<file path="src/rtl/meter_credit_ctrl_if.sv">
// Coin-meter credit controller bus.
// Strobes and presets in; count, BCD and status out.
interface meter_credit_ctrl_if;
  logic        tick;
  logic [3:0]  req;
  logic        preset10;
  logic        preset205;
  logic [13:0] count;
  logic [15:0] bcd;
  logic        bcd_valid;
  logic [3:0]  grant;
  logic        flash;
  logic        expired;
  logic        overrun;
  logic        busy;

  modport master (
    output tick, req, preset10, preset205,
    input  count, bcd, bcd_valid, grant,
    input  flash, expired, overrun, busy
  );

  modport slave (
    input  tick, req, preset10, preset205,
    output count, bcd, bcd_valid, grant,
    output flash, expired, overrun, busy
  );
endinterface

</file>
<file path="src/rtl/meter_credit_ctrl.sv">
// Parking-meter credit counter with pending-strobe arbitration
// and a 14-cycle double-dabble binary-to-BCD converter.
module meter_credit_ctrl (
  input  logic              clk,
  input  logic              rst_n,
  meter_credit_ctrl_if.slave bus
);
  typedef enum logic {IDLE, CONV} state_t;

  state_t      state;
  logic [13:0] count;
  logic [15:0] bcd;
  logic        bcd_valid;
  logic [3:0]  grant;
  logic        overrun;
  logic [3:0]  pend_coin;
  logic        pend_tick;
  logic [13:0] conv_bin;
  logic [14:0] conv_bcd;
  logic [3:0]  step;

  logic [3:0]  low;
  logic [9:0]  add_val;
  logic [14:0] sum;
  logic [3:0]  pc_nxt;
  logic        pt_nxt;
  logic [13:0] cnt_nxt;
  logic [3:0]  gnt_nxt;
  logic        upd;
  logic [14:0] dab;
  logic [15:0] sh_bcd;

  // Thousands digit never exceeds 4 before a shift (count <= 9999),
  // so only the lower three digits need the add-3 correction.
  function automatic logic [14:0] dabble(
    input logic [14:0] v
  );
    logic [14:0] r;
    r = v;
    for (int i = 0; i < 3; i++)
      if (r[i*4 +: 4] > 4'd4)
        r[i*4 +: 4] = r[i*4 +: 4] + 4'd3;
    return r;
  endfunction

  always_comb begin
    low = pend_coin & (~pend_coin + 4'd1);
    add_val = '0;
    unique case (1'b1)
      low[0]:  add_val = 10'd10;
      low[1]:  add_val = 10'd180;
      low[2]:  add_val = 10'd200;
      low[3]:  add_val = 10'd550;
      default: add_val = '0;
    endcase
    sum = {1'b0, count} + {5'b0, add_val};

    pc_nxt  = pend_coin | bus.req;
    pt_nxt  = pend_tick | bus.tick;
    cnt_nxt = count;
    gnt_nxt = '0;
    upd     = 1'b0;
    if (state == IDLE) begin
      if (bus.preset205 | bus.preset10) begin
        upd     = 1'b1;
        cnt_nxt = bus.preset205 ? 14'd205 : 14'd10;
        pc_nxt  = '0;
        pt_nxt  = 1'b0;
      end else if (pend_tick) begin
        upd     = 1'b1;
        pt_nxt  = 1'b0;
        cnt_nxt = (count != 14'd0) ? count - 14'd1 : count;
      end else if (|pend_coin) begin
        upd     = 1'b1;
        pc_nxt  = (pend_coin | bus.req) & ~low;
        gnt_nxt = low;
        cnt_nxt = (sum > 15'd9999) ? 14'd9999 : sum[13:0];
      end
    end

    dab    = dabble(conv_bcd);
    sh_bcd = {dab, conv_bin[13]};
  end

  always_ff @(posedge clk or negedge rst_n) begin
    if (!rst_n) begin
      state     <= IDLE;
      count     <= '0;
      bcd       <= '0;
      bcd_valid <= 1'b1;
      grant     <= '0;
      overrun   <= 1'b0;
      pend_coin <= '0;
      pend_tick <= 1'b0;
      conv_bin  <= '0;
      conv_bcd  <= '0;
      step      <= '0;
    end else begin
      pend_coin <= pc_nxt;
      pend_tick <= pt_nxt;
      grant     <= gnt_nxt;
      overrun   <= (|(bus.req & pend_coin))
                 | (bus.tick & pend_tick);
      unique case (state)
        IDLE: begin
          if (upd) begin
            count     <= cnt_nxt;
            bcd_valid <= 1'b0;
            conv_bin  <= cnt_nxt;
            conv_bcd  <= '0;
            step      <= '0;
            state     <= CONV;
          end
        end
        CONV: begin
          conv_bcd <= sh_bcd[14:0];
          conv_bin <= {conv_bin[12:0], 1'b0};
          step     <= step + 4'd1;
          if (step == 4'd13) begin
            bcd       <= sh_bcd;
            bcd_valid <= 1'b1;
            state     <= IDLE;
          end
        end
      endcase
    end
  end

  assign bus.count     = count;
  assign bus.bcd       = bcd;
  assign bus.bcd_valid = bcd_valid;
  assign bus.grant     = grant;
  assign bus.overrun   = overrun;
  assign bus.busy      = (state == CONV);
  assign bus.flash     = (count < 14'd200);
  assign bus.expired   = (count == 14'd0);
endmodule

</file>
<file path="src/flat_wrapper.sv">
// flat-port wrapper written by rule: the top's interface ports become plain ports
module meter_credit_ctrl_flat 
  (clk, rst_n, bus_tick, bus_req, bus_preset10, bus_preset205, bus_count, bus_bcd, bus_bcd_valid, bus_grant, bus_flash, bus_expired, bus_overrun, bus_busy);
  meter_credit_ctrl_if bus_i ();
  input  logic clk;
  input  logic rst_n;
  input wire logic [$bits(bus_i.tick)-1:0] bus_tick;
  input wire logic [$bits(bus_i.req)-1:0] bus_req;
  input wire logic [$bits(bus_i.preset10)-1:0] bus_preset10;
  input wire logic [$bits(bus_i.preset205)-1:0] bus_preset205;
  output wire logic [$bits(bus_i.count)-1:0] bus_count;
  output wire logic [$bits(bus_i.bcd)-1:0] bus_bcd;
  output wire logic [$bits(bus_i.bcd_valid)-1:0] bus_bcd_valid;
  output wire logic [$bits(bus_i.grant)-1:0] bus_grant;
  output wire logic [$bits(bus_i.flash)-1:0] bus_flash;
  output wire logic [$bits(bus_i.expired)-1:0] bus_expired;
  output wire logic [$bits(bus_i.overrun)-1:0] bus_overrun;
  output wire logic [$bits(bus_i.busy)-1:0] bus_busy;
  assign bus_i.tick = bus_tick;
  assign bus_i.req = bus_req;
  assign bus_i.preset10 = bus_preset10;
  assign bus_i.preset205 = bus_preset205;
  assign bus_count = bus_i.count;
  assign bus_bcd = bus_i.bcd;
  assign bus_bcd_valid = bus_i.bcd_valid;
  assign bus_grant = bus_i.grant;
  assign bus_flash = bus_i.flash;
  assign bus_expired = bus_i.expired;
  assign bus_overrun = bus_i.overrun;
  assign bus_busy = bus_i.busy;
  meter_credit_ctrl u_core (.clk(clk), .rst_n(rst_n), .bus(bus_i));
endmodule
</file>
<file path="config.mk">
export PLATFORM = sky130hd
export DESIGN_NAME = meter_credit_ctrl_flat
export DESIGN_NICKNAME = d
export VERILOG_FILES = /design/src/rtl/meter_credit_ctrl_if.sv /design/src/rtl/meter_credit_ctrl.sv /design/src/flat_wrapper.sv
export SDC_FILE = /design/constraint.sdc
export NUM_CORES = 1
export LEC_CHECK = 0
export BUFFER_PORTS_ARGS = -buffer_cell sky130_fd_sc_hd__clkbuf_2
export CORE_MARGIN = 2
export CORE_UTILIZATION = 61
export CTS_BUF_LIST = sky130_fd_sc_hd__clkbuf_4
export DETAILED_ROUTE_END_ITERATION = 10
export PLACE_DENSITY = 0.91
export SLEW_MARGIN = 20
export SYNTH_ARGS = -nofsm -noshare
export SYNTH_HDL_FRONTEND = slang
export SYNTH_SLANG_ARGS = --single-unit
</file>
<file path="constraint.sdc">
create_clock -name clk -period 6.25 [get_ports clk]
set_input_delay 0.9375 -clock clk [delete_from_list [all_inputs] [get_ports clk]]
set_output_delay 0.9375 -clock clk [all_outputs]
set_load 0.005 [all_outputs]
</file>
Word-level counts from Yosys, hierarchy flattened --
Cells that the tools add are included.
Cells by class: add/subtract/negate cells 7, multipliers 0, div/mod/pow operators 0, $lt $le $gt $ge 5, equality and inequality tests 3, shifts and indexed selects 0, mux-type cells 37, bitwise operators 11, reductions and logical operators 7
Operators by type and width (count):
- $mux W14 | 6
- $mux W4 | 12
- $pmux W10 S4 | 1
- $pmux W15 S2 | 1
- $pmux W14 S2 | 1
- $add A14 B10 Y15 | 1
- $gt A15 B14 Y1 const B | 1
- $mux W15 | 1
- $logic_not A14 Y1 | 1
- $lt A14 B8 Y1 const B | 1
- $reduce_bool A14 Y1 | 1
- $sub A14 B1 Y14 const B | 1
- $add A4 B2 Y4 const B | 3
- $and A4 B4 Y4 | 3
- $gt A4 B3 Y1 const B | 3
- $mux W1 | 11
- $add A4 B1 Y4 const B | 2
- $mux W8 | 1
- $not A4 Y4 | 2
- $pmux W4 S2 | 1
- $reduce_or A4 Y1 | 2
- $reduce_and A2 Y1 | 3
- $eq A4 B4 Y1 const B | 1
- $or A4 B4 Y4 | 1
- other kinds (6) | 9
Word-level totals: register bits after elaboration 75, latch bits 0, bits in writable memories 0, ROM bits 0, input port bits 9, memories kept 0

Depth between registers and ports, before layout --
depth in word-level cells 12, mapped depth 13, gate-level depth less buffers 13

Worst setup path before layout --
Ideal clock, no wire load.
path type flip-flop to flip-flop, from reg u_core.pend_coin[2], to reg u_core.conv_bin[8], library setup time 0.126 ns, data arrival time 3.767 ns, data required time 6.124 ns, setup slack 2.357 ns, cell stages (with the launch flop) 13, buffers on the path 1, cells stage by stage dfrtp_1 -> nor4_1 -> clkbuf_1 -> nor2_1 -> fa_1 -> a211oi_2 -> or3b_1 -> a21oi_1 -> o311ai_0 -> a31o_1 -> a21o_1 -> o31a_1 -> a221o_1
Between the ends: word-level cells in the longest chain between the ends 12
Ends and longest elaborated chain:
- from (decl) | line meter_credit_ctrl.sv:16 | logic [3:0] pend_coin;
- from (signal assigned) | line meter_credit_ctrl.sv:99 | pend_coin <= pc_nxt;
- $not A4 Y4 | line meter_credit_ctrl.sv:47 | low = pend_coin & (~pend_coin + 4'd1);
- $add A4 B1 Y4 | line meter_credit_ctrl.sv:47
- $and A4 B4 Y4 | line meter_credit_ctrl.sv:47
- $pmux W10 S4 | line meter_credit_ctrl.sv:49 | unique case (1'b1)
- $add A14 B10 Y15 | line meter_credit_ctrl.sv:56 | sum = {1'b0, count} + {5'b0, add_val};
- $gt A15 B14 Y1 | line meter_credit_ctrl.sv:77 | cnt_nxt = (sum > 15'd9999) ? 14'd9999 : sum[13:0];
- $mux W14 | line meter_credit_ctrl.sv:77
- $mux W14 | line meter_credit_ctrl.sv:73 | end else if (|pend_coin) begin
- $mux W14 | line meter_credit_ctrl.sv:69 | end else if (pend_tick) begin
- $mux W14 | line meter_credit_ctrl.sv:64 | if (bus.preset205 | bus.preset10) begin
- $mux W14 | line meter_credit_ctrl.sv:106 | if (upd) begin
- $pmux W14 S2 | line meter_credit_ctrl.sv:104 | unique case (state)
- to (signal assigned) | line meter_credit_ctrl.sv:109 | conv_bin <= cnt_nxt;
- to (signal assigned) | line meter_credit_ctrl.sv:117 | conv_bin <= {conv_bin[12:0], 1'b0};
- to (decl) | line meter_credit_ctrl.sv:18 | logic [13:0] conv_bin;
Several ways; a longest one is shown, not always the timed one. The select of a mux whose other input is x is not followed. A chain may end at the register's enable or synchronous reset.

Final worst setup path --
from reg u_core.pend_coin[0], to reg u_core.conv_bin[0]
Same word-level chain as after synthesis.

==> out/qor.tcl <==
set qor(initial_core_util_pct) 63.5
set qor(num_antenna_cells) 0
set qor(grt_antenna_before_repair) 0
set qor(post-layout-total-power_uw) 2500
set qor(final_max_slew_viol_count) 0
set qor(synth-compound-area-share_pct) 24.5
set qor(clkTransAtPathRegs_ns) 0.12
set qor(arrival_ns) 4.39
set qor(cts.repair.resized) 0
set qor(dieWidth_um) 91.1
set qor(cts_tree) {done}
set qor(clockRootBuffer) {clkbuf_4}
set qor(path_buf_inv) 1
set qor(post_drt_wl_per_cell_um) 18.8
set qor(synth_top_area_share_pct) 40.0
set qor(hold-worst-slack_ns) 0.475
set qor(finalSetupViolCount) 0
set qor(post_synth_mux_area_share_pct) 5.68
set qor(p_sw_share_pct) 43.2
set qor(tritoncts_num_sinks) 75
set qor(share_seq_of_total_power_pct) 36.0
set qor(max_slew.worst_pin.slew_ns) 0.996
set qor(finalNetCount) 558
set qor(via_count_of_the_first_global_routing_pass) 3970
set qor(grt_max_degree) 76
set qor(synthSimpleGateAreaFrac_pct) 16.1
set qor(finalWorstPathRequiredPeriod_ns) 4.06
set qor(required_ns) 6.58
set qor(row_count) 31
set qor(drt_total_wl_um) 12000
set qor(yosys.cell_count.top_type) {dfrtp_1}
set qor(postCtsHoldBufs) 0
set qor(post_synth_fa_ha_maj_area_fraction_pct) 4.22
set qor(yosys_register_bits) 75
set qor(core_region_area_sq_mm) 0.00729
set qor(grt_usage_pct) 29.8
set qor(intPower_uw) 1420
set qor(antenna_violating_nets_post_route) 0
set qor(timing_hold_violations_final) 0
set qor(grt.busiest_layer) {met2}
set qor(worst_slew_margin_rel_pct) 33.4
set qor(worstPathMaxFanout) 15
set qor(p_leak_uw) 0.00243
set qor(cpPeakStageDelay_ns) 0.53
set qor(global_route.usage.met1_pct) 40.0
set qor(global_route.usage.met2_pct) 46.9
set qor(cts_max_level) 3
set qor(r2r_slack_ns) 2.19
set qor(cp_cell_sequence) {nor4_2 > buf_4 > nor2_1 > fa_1 > a211oi_2 > or3b_1 > a21oi_1 > o311ai_0 > a31o_1 > a21oi_2 > o21ai_1 > a221o_1}
set qor(async_reset_ff_share_pct) 100
set qor(yosysWarningCount) 0
set qor(worstSetupEndpointType) {flip-flop}
set qor(synth-xor-area-share_pct) 4.16
set qor(final_layout_size_suffix_gt1_share_pct) 18.4
set qor(synth_area_sq_mm) 0.00463
set qor(place.port_buffers) 47
set qor(viasPerCell) 6.57
set qor(yosys.cell_types.count) 69
set qor(hold_path_class) {flip-flop to flip-flop}
set qor(dr.pass1.iters) 6
set qor(r2r-start) {u_core.pend_coin[0]}
set qor(postSynthAreaPerCell_sq_um) 9.22
set qor(whs_endpoint) {u_core.bus.bcd_valid}
set qor(number_of_cells_on_the_worst_hold_path) 2
set qor(cts_inserted_buffers) 9
set qor(postSynthNetCount) 526
set qor(gr-usage-met3_pct) 7.39
set qor(timing.hold.worst.start) {u_core.bus.bcd_valid}
set qor(insertion_delay_ns) 0.44
set qor(gr-total-overflow) 0
set qor(rsz_0062_raised_after_global_routing) {no}
set qor(die_h_um) 91.1
set qor(status) {finished, final reports clean}
set qor(grt_pass1_wl_um) 19700
set qor(net-switching-power_uw) 1080
set qor(floorplan.die_area_sq_mm) 0.00830
set qor(rr_worst_depth) 12
set qor(dp_hpwl_um) 8520
set qor(flow.area_growth_from_synthesis_pct) 9.46
set qor(detailroute.via_count) 4189
set qor(max_frequency_mhz) 246
set qor(netlist_instances) 502
set qor(crit-reg2reg-capture) {u_core.conv_bin[0]}
set qor(powerDensity_mw_per_mm2) 494
set qor(dominant_combinational_cell_family_by_area_after_synthesis) {compound AO/OA/AOI/OAI gates}
set qor(ctsLongestPathBuffers) 2
set qor(initialDrtViolationCount) 415
set qor(postCtsSetupBuffers) 0
set qor(detail_route.drc_violations) 0
set qor(gp_congestion) 0.995
set qor(timing.critical_path.slowest_stage_cell) {dfrtp_1}
set qor(synth_edf_count) 0
set qor(dominantRegCellSynth) {dfrtp_1}
set qor(cap_viol_max_count) 0
set qor(criticalPathCategory) {flip-flop to flip-flop}
set qor(combPwrFrac_pct) 50.0
set qor(synth_top_area_cell) {dfrtp_1}
set qor(worst_ir_drop_vdd_mv) 0.300
set qor(fin_worst_skew_ns) 0.0210
set qor(netlist_top_cells_area) {dfrtp_1, mux2_2, ha_1, nand2_1, nor2_1}
set qor(clkPwrFrac_pct) 14.0
set qor(crit_path_max_delay_family) {compound AO/OA/AOI/OAI gates}
set qor(period_share_pct) 65.0
set qor(boundaryPins) 48
set qor(synth.cells.most_frequent) {dfrtp_1, nand2_1, nor2_1}
set qor(critical_path.startpoint_type) {flip-flop}
set qor(timing.setup.tns_ns) 0
set qor(synth.yosys.seq_area_share_pct) 40.6
[cell families (layout without fill, tap and decap cells)]
logic type               Yosys count  after routing
AO/OA/AOI/OAI                    159            159
AND/OR/NAND/NOR                  152            152
flip-flops                        75             75
buffers and inverters             55             92
multiplexers                      24             24
XOR/XNOR                          22             22
adder cells (fa/ha/maj)           15             15
[cell usage in the layout (no fill, tap or decap), types with 3 or more instances in the layout]
master,count
xnor2_1,16
nor3_1,13
mux2_2,17
a22o_1,17
mux2i_1,6
o22ai_1,3
a21oi_1,30
nand4_1,5
clkbuf_4,12
nand3_1,9
dfrtp_1,74
nand2b_1,3
o21ai_1,5
o21a_1,4
inv_1,25
a22oi_1,5
o22a_1,5
nand2_1,45
xor2_1,6
a31o_1,3
a21o_1,17
or3_1,5
and3_1,5
a221o_1,5
nor2_1,42
and2_1,6
a31oi_1,7
ha_1,14
o21ai_0,22
nor3b_1,3
clkbuf_2,46
a2111oi_0,3
o211ai_1,5
buf_4,5
o211a_1,3
[power by group through the flow]
stage / registers, uW / clock network [uW] / logic (uW)
4_1_cts: 893 / 349 / 1240
3_3_place_gp: 890 / 0 / 1180
3_5_place_dp: 902 / 0 / 1230
6_report: 901 / 350 / 1250
2_1_floorplan: 826 / 0 / 936
5_1_grt: 929 / 374 / 1370
[flip-flops by register name, summed over array words and instances (netlist names)]
signal,flops
u_core.bus.bcd,16
u_core.conv_bcd,15
u_core.bus.count,14
u_core.conv_bin,14
u_core.bus.grant,4
u_core.pend_coin,4
u_core.step,4
u_core.bus.bcd_valid,1
u_core.bus.busy,1
u_core.bus.overrun,1
u_core.pend_tick,1
[per-stage QoR]
stage | std cells | cell area [sq um] | utilization [%] | worst slack (ns)
6_report | 638 | 5070 | 69.5 | 2.19
3_3_place_gp | 622 | 4900 | 67.2 | 2.43
5_1_grt | 638 | 5070 | 69.5 | 1.96
2_1_floorplan | 502 | 4630 | - | 2.36
4_1_cts | 638 | 5070 | 69.5 | 2.26
3_5_place_dp | 622 | 4900 | 67.2 | 2.34
[tightest hold or removal path, cell delays in order (launching register included)]
cell and delay (ns):
dfstp_2 0.39, nand2_1 0.05, nand2_1 0.05
[cell type report]
| type | instances | area, sq um |
|---|---|---|
| multi-input combinational | 372 | 2540 |
| fill | 569 | 2230 |
| sequential | 75 | 1880 |
| timing repair buffer | 51 | 268 |
| tap | 99 | 124 |
| inverter | 25 | 93.8 |
| clock buffer | 12 | 90.1 |
| clock inverter | 4 | 76.3 |
[metal layers]
layer | routed length (um) | share of wire, %
met1 | 4950 | 41
met2 | 5700 | 48
met3 | 1130 | 9.4
met4 | 223 | 1.9
met5 | 0 | 0
[worst max path at each step]
stage | start | endpoint | slack (ns) | cells past startpoint
5_1_grt | u_core.pend_coin[0] | u_core.conv_bin[0] | 1.96 | 12
4_1_cts | u_core.pend_coin[0] | u_core.conv_bin[9] | 2.26 | 12
6_report | u_core.pend_coin[0] | u_core.conv_bin[0] | 2.19 | 12
3_3_place_gp | u_core.pend_coin[0] | u_core.conv_bin[9] | 2.43 | 12
2_1_floorplan | u_core.pend_coin[2] | u_core.conv_bin[8] | 2.36 | 12
3_5_place_dp | u_core.pend_coin[0] | u_core.conv_bin[0] | 2.34 | 12
No activity file was read; power rests on OpenSTA's default activity.
